### src/rtl/window_position_scanner.sv
// Walks every legal top-left window position of a frame and emits row/col and byte address.
// Optional macro SERPENTINE_SCAN_EN: odd rows are traversed right-to-left (boustrophedon order).
module window_position_scanner #(
  parameter int unsigned DIM_W      = 16,
  parameter int unsigned ADDR_W     = 32,
  parameter int unsigned WORD_SHIFT = 2
) (
  input  logic              Clk,
  input  logic              Reset_n,
  input  logic              start,
  input  logic [ADDR_W-1:0] frame_base,
  input  logic [31:0]       frame_rows,
  input  logic [31:0]       frame_cols,
  input  logic [31:0]       window_rows,
  input  logic [1:0]        wcol_sel,
  input  logic              pos_ready,
  output logic              pos_valid,
  output logic [DIM_W-1:0]  pos_row,
  output logic [DIM_W-1:0]  pos_col,
  output logic [ADDR_W-1:0] pos_addr,
  output logic              pos_last,
  output logic              busy,
  output logic              done,
  output logic              err
);

  typedef enum logic [1:0] {StIdle, StScan, StDone} state_e;

  state_e            state_q, state_d;
  logic [DIM_W-1:0]  row_q, row_d, col_q, col_d;
  logic [DIM_W-1:0]  max_row_q, max_row_d, max_col_q, max_col_d;
  logic [DIM_W-1:0]  end_col_q, end_col_d, fcols_q, fcols_d;
  logic [ADDR_W-1:0] addr_q, addr_d, row_base_q, row_base_d;
  logic              last_q, last_d, err_q, err_d;

  logic [DIM_W-1:0]  in_frows, in_fcols, in_wrows, in_wcol;
  logic [DIM_W-1:0]  in_max_row, in_max_col, in_end_col;
  logic [ADDR_W-1:0] word_step, row_step;
  logic              cfg_bad;
  logic              unused_in;

  assign in_frows  = frame_rows[DIM_W-1:0];
  assign in_fcols  = frame_cols[DIM_W-1:0];
  assign in_wrows  = window_rows[DIM_W-1:0];
  assign unused_in = ^{frame_rows[31:DIM_W], frame_cols[31:DIM_W], window_rows[31:DIM_W]};

  always_comb begin
    case (wcol_sel)
      2'd0:    in_wcol = DIM_W'(4);
      2'd1:    in_wcol = DIM_W'(8);
      2'd2:    in_wcol = DIM_W'(16);
      default: in_wcol = '0;
    endcase
  end

  assign cfg_bad    = (wcol_sel == 2'd3) || (in_wrows == '0) || (in_wrows > in_frows) ||
                      (in_wcol > in_fcols);
  assign in_max_row = in_frows - in_wrows;
  assign in_max_col = in_fcols - in_wcol;
`ifdef SERPENTINE_SCAN_EN
  // The final row ends at column 0 when it is traversed right-to-left.
  assign in_end_col = in_max_row[0] ? '0 : in_max_col;
`else
  assign in_end_col = in_max_col;
`endif

  assign word_step = ADDR_W'(1) << WORD_SHIFT;
  assign row_step  = ADDR_W'(fcols_q) << WORD_SHIFT;

  always_comb begin
    state_d    = state_q;
    row_d      = row_q;
    col_d      = col_q;
    max_row_d  = max_row_q;
    max_col_d  = max_col_q;
    end_col_d  = end_col_q;
    fcols_d    = fcols_q;
    addr_d     = addr_q;
    row_base_d = row_base_q;
    last_d     = last_q;
    err_d      = err_q;
    unique case (state_q)
      StIdle: begin
        if (start) begin
          err_d      = cfg_bad;
          max_row_d  = in_max_row;
          max_col_d  = in_max_col;
          end_col_d  = in_end_col;
          fcols_d    = in_fcols;
          row_d      = '0;
          col_d      = '0;
          addr_d     = frame_base;
          row_base_d = frame_base;
          last_d     = !cfg_bad && (in_max_row == '0) && (in_end_col == '0);
          state_d    = cfg_bad ? StDone : StScan;
        end
      end
      StScan: begin
        if (pos_ready) begin
          if (last_q) begin
            last_d  = 1'b0;
            state_d = StDone;
          end else begin
`ifdef SERPENTINE_SCAN_EN
            if (row_q[0] ? (col_q != '0) : (col_q < max_col_q)) begin
              col_d  = row_q[0] ? col_q - 1'b1 : col_q + 1'b1;
              addr_d = row_q[0] ? addr_q - word_step : addr_q + word_step;
            end else begin
              row_d      = row_q + 1'b1;
              row_base_d = row_base_q + row_step;
              addr_d     = addr_q + row_step;
            end
`else
            if (col_q < max_col_q) begin
              col_d  = col_q + 1'b1;
              addr_d = addr_q + word_step;
            end else begin
              row_d      = row_q + 1'b1;
              col_d      = '0;
              row_base_d = row_base_q + row_step;
              addr_d     = row_base_d;
            end
`endif
            last_d = (row_d == max_row_q) && (col_d == end_col_q);
          end
        end
      end
      StDone:  state_d = StIdle;
      default: state_d = StIdle;
    endcase
  end

  always_ff @(posedge Clk or negedge Reset_n) begin
    if (!Reset_n) begin
      state_q    <= StIdle;
      row_q      <= '0;
      col_q      <= '0;
      max_row_q  <= '0;
      max_col_q  <= '0;
      end_col_q  <= '0;
      fcols_q    <= '0;
      addr_q     <= '0;
      row_base_q <= '0;
      last_q     <= 1'b0;
      err_q      <= 1'b0;
    end else begin
      state_q    <= state_d;
      row_q      <= row_d;
      col_q      <= col_d;
      max_row_q  <= max_row_d;
      max_col_q  <= max_col_d;
      end_col_q  <= end_col_d;
      fcols_q    <= fcols_d;
      addr_q     <= addr_d;
      row_base_q <= row_base_d;
      last_q     <= last_d;
      err_q      <= err_d;
    end
  end

  assign pos_valid = (state_q == StScan);
  assign busy      = (state_q == StScan);
  assign done      = (state_q == StDone);
  assign pos_row   = row_q;
  assign pos_col   = col_q;
  assign pos_addr  = addr_q;
  assign pos_last  = last_q;
  assign err       = err_q;

endmodule

### config.mk
export PLATFORM = sky130hd
export DESIGN_NAME = window_position_scanner
export DESIGN_NICKNAME = d
export VERILOG_FILES = /design/src/rtl/window_position_scanner.sv
export SDC_FILE = /design/constraint.sdc
export NUM_CORES = 1
export LEC_CHECK = 0
export ABC_AREA = 1
export ABC_CLOCK_PERIOD_IN_PS = 2690
export CORE_AREA = 4 4 185 187
export DETAILED_ROUTE_END_ITERATION = 6
export DIE_AREA = 0 0 189 191
export DONT_BUFFER_PORTS = 1
export SYNTH_ARGS = -nofsm -noshare
export SYNTH_HDL_FRONTEND = slang
export SYNTH_SLANG_ARGS = --single-unit
### constraint.sdc
create_clock -name Clk -period 2.69 [get_ports Clk]
set_input_delay 0.1345 -clock Clk [delete_from_list [all_inputs] [get_ports Clk]]
set_output_delay 0.1345 -clock Clk [all_outputs]
set_load 0.005 [all_outputs]
# After elaboration in Yosys (flattened, before gate mapping)
# Cells that the tools add are included.
[totals]
regBits = 148
inputBits = 134
out_inout_bits = 69
word_cells = 83
[classes]
addsub = 6
magnitude_cmp = 3
n_eq_ne = 12
n_mux = 34
n_reduce_logical = 18
[op_table]
columns = ["cell", "count"]
rows = [
  ["$mux 32", 7],
  ["$mux 16", 13],
  ["$pmux 32 s2", 2],
  ["$pmux 16 s2", 2],
  ["$logic_not 16->1", 3],
  ["$add 16x1->16 const B", 2],
  ["$add 32x18->32", 1],
  ["$add 32x3->32 const B", 1],
  ["$eq 16x16->1", 2],
  ["$gt 16x16->1", 2],
  ["$sub 16x16->16", 2],
  ["$lt 16x16->1", 1],
  ["$pmux 5 s3", 1],
  ["$mux 2", 4],
  ["$ne 2x2->1 const B", 4],
  ["$eq 2x2->1 const B", 3],
  ["$reduce_and 3->1", 2],
  ["$reduce_and 5->1", 1],
  ["$eq 2x1->1 const B", 2],
  ["$logic_not 2->1", 2],
  ["$pmux 2 s2", 1],
  ["$reduce_and 4->1", 1],
  ["$logic_and 1x1->1", 3],
  ["$logic_or 1x1->1", 3],
  ["6 further kinds", 8],
]

# Longest topological paths before layout
[logic_depth]
word_depth = 10
mapped_depth = 23
mapped_depth_nobuf = 22

# Least setup slack after synthesis
# Ideal clock, no wire load.
[synth_path]
path_kind = "register to register"
startpoint = "register, netlist name end_col_q[0]"
endpoint = "register row_base_q[26]"
setup_time_ps = 83
t_arrival_ps = 2277
required_time_ps = 2607
setup_slack_ps = 331
stages_incl_launch_ff = 19
n_path_buf = 0
period_less_slack_ps = 2359
path_cell_list = "dfrtp_1 > ha_1 > inv_1 > fa_1 > inv_1 > nand3_1 > nand2_1 > nand2_1 > nand2_1 > a21o_1 > nand2_1 > nand2_1 > nand2_1 > nand2_1 > nand2_1 > nor2_1 > xor2_1 > a21oi_1 > o21ai_0"
[synth_lines]
columns = ["item", "line_no", "source"]
rows = [
  ["to (signal assigned)", "155", "row_base_q <= row_base_d;"],
  ["to (decl)", "33", "logic [ADDR_W-1:0] addr_q, addr_d, row_base_q, row_base_d;"],
]

# Worst setup path in the final report
[layout_path]
startpoint = "register end_col_q[1]"
endpoint = "register last_q, in the netlist pos_last"
[layout_between]
elab_chain_cells = 10
word_cells_on_any_way = 15
cone_classes = "1 x order compare; 2 x eq/ne; 11 x mux; 1 x reduce/logical"
[layout_lines]
columns = ["item", "line_no", "source"]
rows = [
  ["from (decl)", "32", "logic [DIM_W-1:0] end_col_q, end_col_d, fcols_q, fcols_d;"],
  ["from (signal assigned)", "152", "end_col_q <= end_col_d;"],
  ["$lt 16x16->1", "n/a", ""],
  ["$mux 16 (4 in series)", "n/a", ""],
  ["$eq 16x16->1", "n/a", ""],
  ["$logic_and 1x1->1 *", "124", "last_d = (row_d == max_row_q) && (col_d == end_col_q);"],
  ["$mux 1 *", "100", "if (last_q) begin"],
  ["$mux 1 *", "99", "if (pos_ready) begin"],
  ["$pmux 1 s2 *", "82", "unique case (state_q)"],
  ["to (signal assigned)", "156", "last_q <= last_d;"],
  ["to (decl)", "34", "logic last_q, last_d, err_q, err_d;"],
]
# Mark *: on every way between the ends. The rest lies on a longest branch, timed or not. The select of a mux whose other input is x is not followed.
# A chain may end at the register's enable or synchronous reset.

==> run summary <==
root buf cell -> clkbuf_16
first-pass GRT wire length -> 60.6 mm
sequential cell area fraction in the yosys report -> 32.4%
cells on worst reg2reg path -> 22
met3 WL -> 3.27 mm
largest cells by area after synthesis -> dfrtp_1 32%, nand2_1 14%, inv_1 7.3%
Initial Util -> 34.7%
Slew Viols, Final -> 0
Max transition margin -> 64.8%
layout cells sized above 1 -> 11.0%
TritonCTS sink count -> 146
drt first pass iters -> 7
die area -> 36,100 sq um
Worst Path Max Fanout -> 9
unique cell type count in the Yosys netlist -> 48
CP Capture Type -> register
FF-to-FF End -> pos_last
Cell Count, Final, Fillers Out -> 2,210
via count -> 11,562
Power Density -> 1070 nW/um^2
failing checks -> negative hold slack
worst setup path class -> reg2reg
Net Count, Synth -> 1,843
uppermost layer routed -> met4
Post-synth top cells -> 418 x nand2_1, 219 x inv_1, 182 x nor2_1, 146 x dfrtp_1, 121 x o21ai_0
top cell type's share of synthesized area -> 32.4%
PortBufs -> 0
CP startpoint kind -> register
top-count cell post-synth -> nand2_1
cts bufs inserted -> 17
# DRC -> 0
Post-DP HPWL -> 29.3 mm
die width -> 189 um
Worst Hold Margin -> -0.612 ns
status -> finished, violations left
Die H -> 191 um
core box area -> 32,500 sq um
Max Clk Rate -> 0.392 GHz
Worst Tran Pin Value -> 0.522 ns
DRT iter0 DRCs -> 1,251
CTS Buffer Depth -> 2
Vias/cell -> 5.23
min Tclk post-route -> 2.55 ns
RR Startpoint -> end_col_q[1]
Synth area leader -> dfrtp_1
setup_tns -> 0 ns
R2R Setup Slk -> 0.14 ns
initial antenna violation count -> 1
number of synthesized register bits -> 146
post-place setup slack -> -0.00367 ns
# placed instances -> 2,111
Final Hold Fails -> 146
Nets -> 1,944
final period utilization -> 94.8%
Final setup viols -> 0
Syn. warnings -> 0
GR Overflow Total -> 0
antenna-violating nets left -> 0
ys flop type -> dfrtp_1
Cell Rows -> 66
Area Overhead vs Synth -> 20.7%
Overall Power -> 14.5 mW
final WL -> 39.9 mm
Clk Latency, worst-skew pair -> 0.44 ns
clk_skew -> 0.0107 ns
Metal-1 WL -> 18.5 mm
WL/cell -> 18.0 um
cts hold-fix bufs -> 42
Post-synth EDFFs -> 0
area of the mapped netlist -> 11,300 sq um
# IOs -> 203
gr usage total -> 21.2%
Crit path required time -> 3.03 ns
largest net degree at the start of global routing -> 147
Static Leakage -> 6.67 nW
DR WL met2 -> 17.4 mm
crit path DAT -> 2.89 ns
PnR worst setup slack -> 0.139 ns
htree depth -> 4
Max-Cap Viols -> 0
GP Congestion -> 0.948
ys async rst share -> 100%
Hold WC Path Type -> in2async
Worst-path clk slew -> 0.07 ns
vias in the first global route -> 10,802
Mapped Avg Cell Area -> 6.81 sq um
filler cell count -> 3,337
CTS tree -> yes
Post-Synthesis Cells -> 1,653
RSZ-0062 raised after global routing -> true
final core occ -> 41.9%
maximum vdd drop -> 0.644 mV
-- layout make-up --
| class | count | area (sq um) | area share (%) |
|---|---|---|---|
| Inverter | 226 | 848 | 6.24 |
| Tap cell | 442 | 553 | 4.07 |
| Multi-Input combinational cell | 1229 | 6680 | 49.1 |
| Clock buffer | 17 | 425 | 3.13 |
| Timing Repair Buffer | 134 | 1280 | 9.42 |
| Sequential cell | 146 | 3650 | 26.9 |
| Clock inverter | 15 | 151 | 1.11 |
| Antenna cell | 1 | 2.50 | 0.0184 |
-- through the flow --
stage / hold slack (ns) / instance area, sq um
2_1_floorplan: -0.161 / 11300
3_3_place_gp: -0.154 / 12100
3_5_place_dp: -0.155 / 12100
4_1_cts: -0.633 / 13100
5_1_grt: -0.630 / 13600
6_report: -0.612 / 13600
-- power breakdown --
group / total, mW / switching (mW) / leakage, nW / internal [mW]
Clock: 2.43 / 1.12 / 0.279 / 1.30
Combinational: 7.96 / 5.06 / 4.59 / 2.89
Sequential: 4.10 / 1.00 / 1.79 / 3.10
Total: 14.5 / 7.19 / 6.67 / 7.30
-- flip-flops by register name, summed over array words and instances, names as in the netlist --
| signal | count |
|---|---|
| end_col_q | 16 |
| err | 1 |
| fcols_q | 14 |
| max_row_q | 16 |
| pos_addr | 32 |
| pos_col | 16 |
| pos_last | 1 |
| pos_row | 16 |
| row_base_q | 32 |
| state_q | 2 |
-- worst max-delay path: stages, from the launching register on --
cell and delay, ns:
dfrtp_1 0.38, inv_1 0.18, ha_1 0.27, nand2_1 0.07, nand2_1 0.04, nand2_1 0.05
nand2_1 0.05, nand2_1 0.07, nand2_2 0.07, nand2_4 0.15, buf_12 0.15, clkbuf_4 0.20
nand3b_1 0.13, nand2_1 0.08, nand2_1 0.09, nand2_1 0.08, nor2_1 0.04, nand3_1 0.07
nor2_1 0.05, nand2_1 0.06, nand3_1 0.07, nand2_1 0.07, inv_1 0.03
-- cells in the final DEF (no fill, tap or decap), types with 6 or more instances in the layout --
cell / n
a21oi_1: 65
a21oi_2: 6
a22oi_1: 7
a31oi_1: 17
buf_12: 9
buf_4: 78
clkbuf_16: 20
dfrtp_1: 146
dlygate4sd3_1: 42
ha_1: 49
inv_1: 217
inv_2: 8
nand2_1: 408
nand2_2: 12
nand3_1: 102
nand3_2: 6
nand3b_1: 9
nand4_1: 35
nor2_1: 172
nor2_2: 13
nor3_1: 21
nor4_1: 10
o211ai_1: 7
o21ai_0: 117
o21ai_1: 7
o21bai_1: 8
o22ai_1: 29
xnor2_1: 18
xor2_1: 66
-- repair_timing --
item,CTS,global route
cloned,0,3
hold endpoints to repair,207,146
buffers inserted,0,21
resized for setup,2,57
endpoints found under the setup margin,2,52
pin swaps,0,18
-- metal layers --
metal | track usage [%] | vias up
met2 | 31.8 | 470
met4 | 6.00 | 0
met1 | 30.8 | 5448
met5 | 0 | -
li1 | - | 5602
met3 | 4.66 | 42
-- cell families (layout without fill, tap and decap cells) --
logic type / Yosys count / after routing / share of synthesized area [%]
AND/OR/NAND/NOR: 805 / 805 / 30.5
AO/OA/AOI/OAI: 281 / 281 / 14.0
other: 0 / 1 / 0
multiplexers: 1 / 1 / 0.0889
adder cells (fa/ha/maj): 56 / 56 / 6.42
buffers and inverters: 278 / 392 / 9.91
flip-flops: 146 / 146 / 32.4
XOR/XNOR: 86 / 86 / 6.69
-- worst max-delay path by stage --
stage	start	end	slack (ns)	depth (start not counted)
6_report	end_col_q[1]	pos_last	0.14	22
5_1_grt	end_col_q[1]	pos_last	-0.03	22
4_1_cts	row_base_q[2]	pos_addr[22]	0.0008	19
3_5_place_dp	end_col_q[0]	row_base_q[26]	-0.004	18
3_3_place_gp	row_base_q[2]	row_base_q[26]	0.07	18
2_1_floorplan	end_col_q[0]	row_base_q[26]	0.33	18
No activity file was read; power rests on OpenSTA's default activity.
